File: src/rtl/onewire_sensor_emu.sv
// AM2302-style single-wire sensor emulator. Waits for a long enough host low
// pulse, then answers with the ack preamble and an MSB-first frame, with an
// optional 8-bit additive checksum appended as the last byte.
module onewire_sensor_emu #(
  parameter int CLKS_PER_US    = 10,
  parameter int DATA_BITS      = 32,
  parameter int CHKSUM_EN      = 1,
  parameter int T_START_MIN_US = 800,
  parameter int T_WAIT_US      = 30,
  parameter int T_ACK_US       = 80,
  parameter int T_BITL_US      = 50,
  parameter int T_ZERO_US      = 26,
  parameter int T_ONE_US       = 70,
  parameter int T_HOLD_US      = 1000
) (
  input  logic                 CLK,
  input  logic                 RST_N,
  input  logic                 enable,
  input  logic                 sda_in,
  output logic                 sda_oe,
  output logic                 sda_do,
  input  logic [DATA_BITS-1:0] sensor_data,
  output logic                 busy,
  output logic                 frame_done,
  output logic                 start_err
);

  function automatic int maxOf(input int a, input int b);
    return (a > b) ? a : b;
  endfunction

  localparam int FRAME_BITS = DATA_BITS + ((CHKSUM_EN != 0) ? 8 : 0);

  localparam int C_START = T_START_MIN_US * CLKS_PER_US;
  localparam int C_WAIT  = T_WAIT_US * CLKS_PER_US;
  localparam int C_ACK   = T_ACK_US * CLKS_PER_US;
  localparam int C_BITL  = T_BITL_US * CLKS_PER_US;
  localparam int C_ZERO  = T_ZERO_US * CLKS_PER_US;
  localparam int C_ONE   = T_ONE_US * CLKS_PER_US;
  localparam int C_HOLD  = T_HOLD_US * CLKS_PER_US;

  // The counter must hold the longest interval of any state; hold and start
  // dominate with sane settings, the rest are folded in for safety.
  localparam int C_MAX = maxOf(maxOf(maxOf(C_HOLD, C_START), maxOf(C_WAIT, C_ACK)),
                               maxOf(maxOf(C_BITL, C_ZERO), C_ONE));
  localparam int CNT_W = $clog2(C_MAX + 1);
  localparam int BIT_W = $clog2(FRAME_BITS + 1);

  // Terminal counts: a state lasting N cycles leaves when the counter reads N-1.
  localparam logic [CNT_W-1:0] K_START = CNT_W'(C_START);
  localparam logic [CNT_W-1:0] L_WAIT  = CNT_W'(C_WAIT - 1);
  localparam logic [CNT_W-1:0] L_ACK   = CNT_W'(C_ACK - 1);
  localparam logic [CNT_W-1:0] L_BITL  = CNT_W'(C_BITL - 1);
  localparam logic [CNT_W-1:0] L_ZERO  = CNT_W'(C_ZERO - 1);
  localparam logic [CNT_W-1:0] L_ONE   = CNT_W'(C_ONE - 1);
  localparam logic [CNT_W-1:0] L_HOLD  = CNT_W'(C_HOLD - 1);

  typedef enum logic [3:0] {
    S_IDLE,
    S_HOST_LOW,
    S_WAIT,
    S_ACK_L,
    S_ACK_H,
    S_BIT_L,
    S_BIT_H,
    S_END_L,
    S_HOLD
  } state_t;

  state_t                  r_state;
  state_t                  w_next;
  logic                    r_sync1;
  logic                    r_sync2;
  logic                    r_sdaPrev;
  logic [CNT_W-1:0]        r_cnt;
  logic [FRAME_BITS-1:0]   r_shift;
  logic [BIT_W-1:0]        r_bits;
  logic [FRAME_BITS-1:0]   w_frame;
  logic                    w_sSda;
  logic                    w_sdaRise;
  logic                    w_load;
  logic                    w_shift;

  generate
    if (CHKSUM_EN != 0) begin : g_chk
      logic [7:0] w_sum;
      // Checksum is the byte-wise sum of the payload, truncated to 8 bits.
      always_comb begin
        w_sum = '0;
        for (int i = 0; i < DATA_BITS / 8; i++) begin
          w_sum = w_sum + sensor_data[i*8 +: 8];
        end
      end
      assign w_frame = {sensor_data, w_sum};
    end else begin : g_noChk
      assign w_frame = sensor_data;
    end
  endgenerate

  assign w_sSda    = r_sync2;
  assign w_sdaRise = r_sync2 & ~r_sdaPrev;

  // Two-stage synchroniser plus one delayed copy for edge detection; idles high like the bus.
  always_ff @(posedge CLK or negedge RST_N) begin
    if (!RST_N) begin
      r_sync1   <= 1'b1;
      r_sync2   <= 1'b1;
      r_sdaPrev <= 1'b1;
    end else begin
      r_sync1   <= sda_in;
      r_sync2   <= r_sync1;
      r_sdaPrev <= r_sync2;
    end
  end

  // State register; reset drops straight to IDLE so the bus is released at once.
  always_ff @(posedge CLK or negedge RST_N) begin
    if (!RST_N) begin
      r_state <= S_IDLE;
    end else begin
      r_state <= w_next;
    end
  end

  // Single interval counter, restarted on every state change and saturating at full scale.
  always_ff @(posedge CLK or negedge RST_N) begin
    if (!RST_N) begin
      r_cnt <= '0;
    end else if ((w_next != r_state) || (r_state == S_IDLE)) begin
      r_cnt <= '0;
    end else if (r_cnt != '1) begin
      r_cnt <= r_cnt + CNT_W'(1);
    end
  end

  // Frame shift register and remaining-bit count, loaded when the start pulse is accepted.
  always_ff @(posedge CLK or negedge RST_N) begin
    if (!RST_N) begin
      r_shift <= '0;
      r_bits  <= '0;
    end else if (w_load) begin
      r_shift <= w_frame;
      r_bits  <= BIT_W'(FRAME_BITS);
    end else if (w_shift) begin
      r_shift <= {r_shift[FRAME_BITS-2:0], 1'b0};
      r_bits  <= r_bits - BIT_W'(1);
    end
  end

  // Next-state and bus/status decode; the bus is only driven from ACK_L through END_L.
  always_comb begin
    w_next     = r_state;
    sda_oe     = 1'b0;
    sda_do     = 1'b0;
    busy       = 1'b0;
    frame_done = 1'b0;
    start_err  = 1'b0;
    w_load     = 1'b0;
    w_shift    = 1'b0;
    case (r_state)
      S_IDLE: begin
        if (enable && !w_sSda) w_next = S_HOST_LOW;
      end
      S_HOST_LOW: begin
        if (w_sdaRise) begin
          if (r_cnt >= K_START) begin
            w_load = 1'b1;
            w_next = S_WAIT;
          end else begin
            start_err = 1'b1;
            w_next    = S_IDLE;
          end
        end
      end
      S_WAIT: begin
        busy = 1'b1;
        if (r_cnt == L_WAIT) w_next = S_ACK_L;
      end
      S_ACK_L: begin
        busy   = 1'b1;
        sda_oe = 1'b1;
        if (r_cnt == L_ACK) w_next = S_ACK_H;
      end
      S_ACK_H: begin
        busy   = 1'b1;
        sda_oe = 1'b1;
        sda_do = 1'b1;
        if (r_cnt == L_ACK) w_next = S_BIT_L;
      end
      S_BIT_L: begin
        busy   = 1'b1;
        sda_oe = 1'b1;
        if (r_cnt == L_BITL) w_next = S_BIT_H;
      end
      S_BIT_H: begin
        busy   = 1'b1;
        sda_oe = 1'b1;
        sda_do = 1'b1;
        if (r_cnt == (r_shift[FRAME_BITS-1] ? L_ONE : L_ZERO)) begin
          w_shift = 1'b1;
          w_next  = (r_bits == BIT_W'(1)) ? S_END_L : S_BIT_L;
        end
      end
      S_END_L: begin
        busy   = 1'b1;
        sda_oe = 1'b1;
        if (r_cnt == L_BITL) begin
          frame_done = 1'b1;
          w_next     = S_HOLD;
        end
      end
      S_HOLD: begin
        busy = 1'b1;
        if (r_cnt == L_HOLD) w_next = S_IDLE;
      end
      default: w_next = S_IDLE;
    endcase
  end

endmodule

File: config.mk
export PLATFORM = sky130hd
export DESIGN_NAME = onewire_sensor_emu
export DESIGN_NICKNAME = d
export VERILOG_FILES = /design/src/rtl/onewire_sensor_emu.sv
export SDC_FILE = /design/constraint.sdc
export NUM_CORES = 1
export LEC_CHECK = 0
export ABC_AREA = 1
export BUFFER_PORTS_ARGS = -buffer_cell sky130_fd_sc_hd__buf_4
export CORE_MARGIN = 3
export CORE_UTILIZATION = 55
export DETAILED_ROUTE_END_ITERATION = 12
export PLACE_DENSITY = 0.75
export SLEW_MARGIN = 0
export SYNTH_ARGS = -nofsm -noshare
export SYNTH_HDL_FRONTEND = slang
export SYNTH_SLANG_ARGS = --single-unit
File: constraint.sdc
create_clock -name CLK -period 4 [get_ports CLK]
set_input_delay 0 -clock CLK [delete_from_list [all_inputs] [get_ports CLK]]
set_output_delay 0 -clock CLK [all_outputs]
set_load 0.01 [all_outputs]
==> results list <==
* Unrepaired setup endpoints after global routing: false
- In this run the mean area of a mapped cell was 7.80 um^2.
- For this block, the routed nets add up to 10.3 mm of wire.
- Yosys mapped a number of flops with a built-in enable equal to 0.
* Async set-or-reset flop fraction in the synthesized netlist: 100%
- WHS: 23.2 ps
* Count of final max-slew check failures: 0
* Gates resized, CTS repair: 0
- TritonRoute pass-1 iters: 5
- Seq cells post-synth: 67
- The worst setup path is launched from an input pin.
- The number of setup buffers added after CTS is 0.
* Number of max-cap violations: 0
- Clock slew seen by the registers of the worst setup and hold paths: 80 ps
* Period utilisation layout: 74.4%
- In the final routed layout, each cell accounts on average for 14.1 um.
* Maximum resistive drop on vdd: 215 uV
- Deepest clock path buffer count: 2
- Yosys mapped the design onto 39 distinct sky130hd cell types.
- The setup path with the least slack is of type in2reg.
- Fill count: 610
* Number of setup violations in the final report: 0
* Worst path buffer plus inverter count: 6
* ANT cells: 0
* Fraction of power consumed by the clock network: 36.4%
- Net switching power: 477 uW
- Combinational fraction of design power: 20.5%
- The number of cells on the worst reg-to-reg path is 10.
- For this run, the post-layout net count is 686.
- Final RePlAce weighted congestion: 0.875
* Fin util: 69.6%
- Via-per-instance ratio: 5.36
- Counting instances, the worst hold path has a depth of 3.
- Data required, critical path: 4240 ps
- Maximum clock frequency: 336 MHz
- Worst Setup Slack, final: 1020 ps
- Net switching is 29.6% of the power.
* Iter 0 DRT Violations: 256
* Proportion of power drawn by flip-flops and latches: 43.1%
- In this run the worst hold path is classified as in2reg.
- DR vias: 3,907
* Clock Tree Root: clkbuf_8
- H-tree Lvls: 3
- Floorplan core area: 7490 um^2
* Power density over the cells: 309 nW/um^2
* Dominant cells by area after synthesis: dfrtp_1 37%, nand2_1 10%, nand3_1 7.3%
- LEAKAGE: 2.48 nW
- Entering global routing, the biggest net connects 68 pins.
- In this run the biggest area consumer among cell types represents 36.6% of the synthesized area.
- Proportion of layout cells with a drive suffix above 1: 16.8%
* Antenna viol nets, final: 0
- The number of placed instances, taps included, is 684.
- Worst slew margin: 42.6%
- The initial antenna violation count is 0.
- Synthesis Warnings: 0
- Summed over all failing endpoints, the final setup total negative slack is 0 ps.
- Library cell appearing most often on the critical path: nand2_1
- The run finished with clean final reports.
* Cell Chain, Critical Path: dlygate4sd3_1 > buf_4 > inv_1 > fa_1 > fa_1 > inv_1 > ha_1 > inv_1 > fa_1 > o21ai_0 > nand2_1 > nand2_1 > nand2_1 > nand2_1 > inv_1 > nand2_1 > nand3_1 > nand2_1 > nand2_1
- The floorplan step set the die height to 95.2 um.
- Fraction of the yosys area taken by sequential cells: 38.4%
* Worst slew pin tran: 861 ps
* Yosys top cell by area: dfrtp_1
- The number of endpoints with negative hold slack in the final report is 0.
* Multi-input combinational cell area: 2280 um^2
* Top delay family on crit path: adder cells
- Die extent in x: 95.2 um
* Post-synth top flop: dfrtp_1
* Synthesized instance count: 561
- TritonCTS created 9 clock buffers.
- Skew final: 12.6 ps
* Minimum clock period: 2980 ps
- Number of nets produced by synthesis: 622
- Once detailed placement completed, the half-perimeter wirelength came to 7.10 mm.
- Internal power summed over all cells: 1.13 mW
- Clock latency on the worst-skew pair, taken at its later pin, is 350 ps.
- Compared with the post-synthesis result, the final layout area differs by 19.1%.
- CTS tree: yes
- Total track usage: 25.5%
- Post-Syn Area: 4380 um^2
* Kind of end point of the critical path: flip-flop
- Number of sinks on the clock net: 67
- Number of top-level pins: 41
* Starting utilization of the core area: 58.5%
- In this run the core area contains 31 standard-cell rows.
- Delay of the slowest cell on the worst path: 560 ps
* Global-route wire length before repair: 18.0 mm
- Critical-path maximum fanout: 3
- The count of cells in the finished layout, fillers not included, comes to 729.
* Buffers added on ports: 40
- Number of remaining DRC errors: 0
- Number of global-route vias before repair: 3,991
- Timing analysis after detailed placement gives a worst setup slack of 1230 ps.
- Critical-path top delay cell: fa_1
* Flip-flop and latch area: 1680 um^2
- Data on the critical path arrives at its endpoint at 3220 ps.
* Number of gates on the worst path with buffers counted: 19
- After global routing the overflow that remains totals 0.
* Area of the die: 9070 um^2
through the flow:
stage | area (um^2) | power [mW]
after global placement | 4720 | 1.00
final | 5210 | 1.61
after CTS | 5210 | 1.62
after floorplan | 4380 | 0.916
after detailed placement | 4720 | 1.01
after global routing | 5210 | 1.69
timing repair:
action / CTS / global route
hold buffers: 29 / 0
endpoints found under the setup margin: 0 / 0
hold endpoints to repair: 92 / 0
synthesized netlist by cell type, types with 2 or more instances:
| cell type | n |
|---|---|
| a21o_1 | 2 |
| a21oi_1 | 9 |
| a31oi_1 | 4 |
| buf_2 | 10 |
| buf_4 | 3 |
| clkbuf_1 | 5 |
| dfrtp_1 | 64 |
| dfstp_2 | 3 |
| fa_1 | 14 |
| ha_1 | 11 |
| inv_1 | 78 |
| inv_2 | 7 |
| nand2_1 | 122 |
| nand2_2 | 7 |
| nand2_4 | 2 |
| nand3_1 | 64 |
| nand4_1 | 6 |
| nor2_1 | 43 |
| nor2_2 | 16 |
| nor2_4 | 4 |
| nor3_1 | 5 |
| o211ai_1 | 18 |
| o21ai_0 | 35 |
| o21ai_1 | 2 |
| o31ai_1 | 2 |
| or2_2 | 2 |
| xnor2_1 | 5 |
| xor2_1 | 7 |
sequential cells by signal (all words and copies together) (netlist names):
| name | count |
|---|---|
| r_cnt | 14 |
| r_shift | 40 |
| r_sdaPrev | 1 |
| r_bits | 6 |
| r_sync2 | 1 |
| r_sync1 | 1 |
| r_state | 4 |
cell usage in the layout, fill, tap and decap left out, drive strengths merged, types with 10 or more instances in the layout:
cell,netlist,final
inv,85,86
o211ai,18,18
nand3,66,66
dlygate4sd3,0,29
nand2,131,131
buf,14,43
fa,14,14
clkbuf,5,10
dfrtp,64,64
ha,11,11
a21oi,10,10
nor2,64,64
o21ai,37,37
cell type report:
class	instances	share of cell area, %
Clock buffer	10	2.64
Multi-Input combinational cell	390	43.7
Sequential cell	67	32.2
Timing Repair Buffer	72	11.8
Inverter	85	6.12
Tap cell	99	2.38
Clock inverter	6	1.22
worst paths after layout:
kind                                 start     endpoint  slack, ps
max in group asynchronous            RST_N    r_bits[2]       3130
hold reg to reg                    r_sync1      r_sync2        360
setup / recovery            sensor_data[1]   r_shift[7]       1020
hold / removal             sensor_data[11]  r_shift[19]         20
min in group asynchronous            RST_N   r_state[2]        270
setup reg to reg                r_state[3]  r_shift[10]       1400
logic make-up after synthesis:
group	share of synthesized area (%)
buffers and inverters	9.63
AOI/OAI and AO/OA	10.7
and+or+nand+nor	29.3
DFF	38.4
xor gates and xnor gates	2.40
adders and majority gates	9.55
tightest hold or removal path: stages:
cell and delay [ps]:
buf_4 80, o21ai_0 90, o21ai_0 170
routing by layer:
layer  track usage, %  part of all wire, %
met5                0                    0
met4             8.05                  2.3
met3             6.24                  4.4
met2             44.1                   50
met1             31.2                   43
power groups by stage:
stage               Combinational, mW  Clock (mW)  Sequential [mW]
floorplan                       0.213           0            0.703
global route                    0.374       0.622            0.696
global placement                0.293           0            0.708
detailed placement              0.303           0            0.708
CTS                             0.330       0.596            0.695
finish                          0.330       0.587            0.695
(Power assumes the default switching activity.)
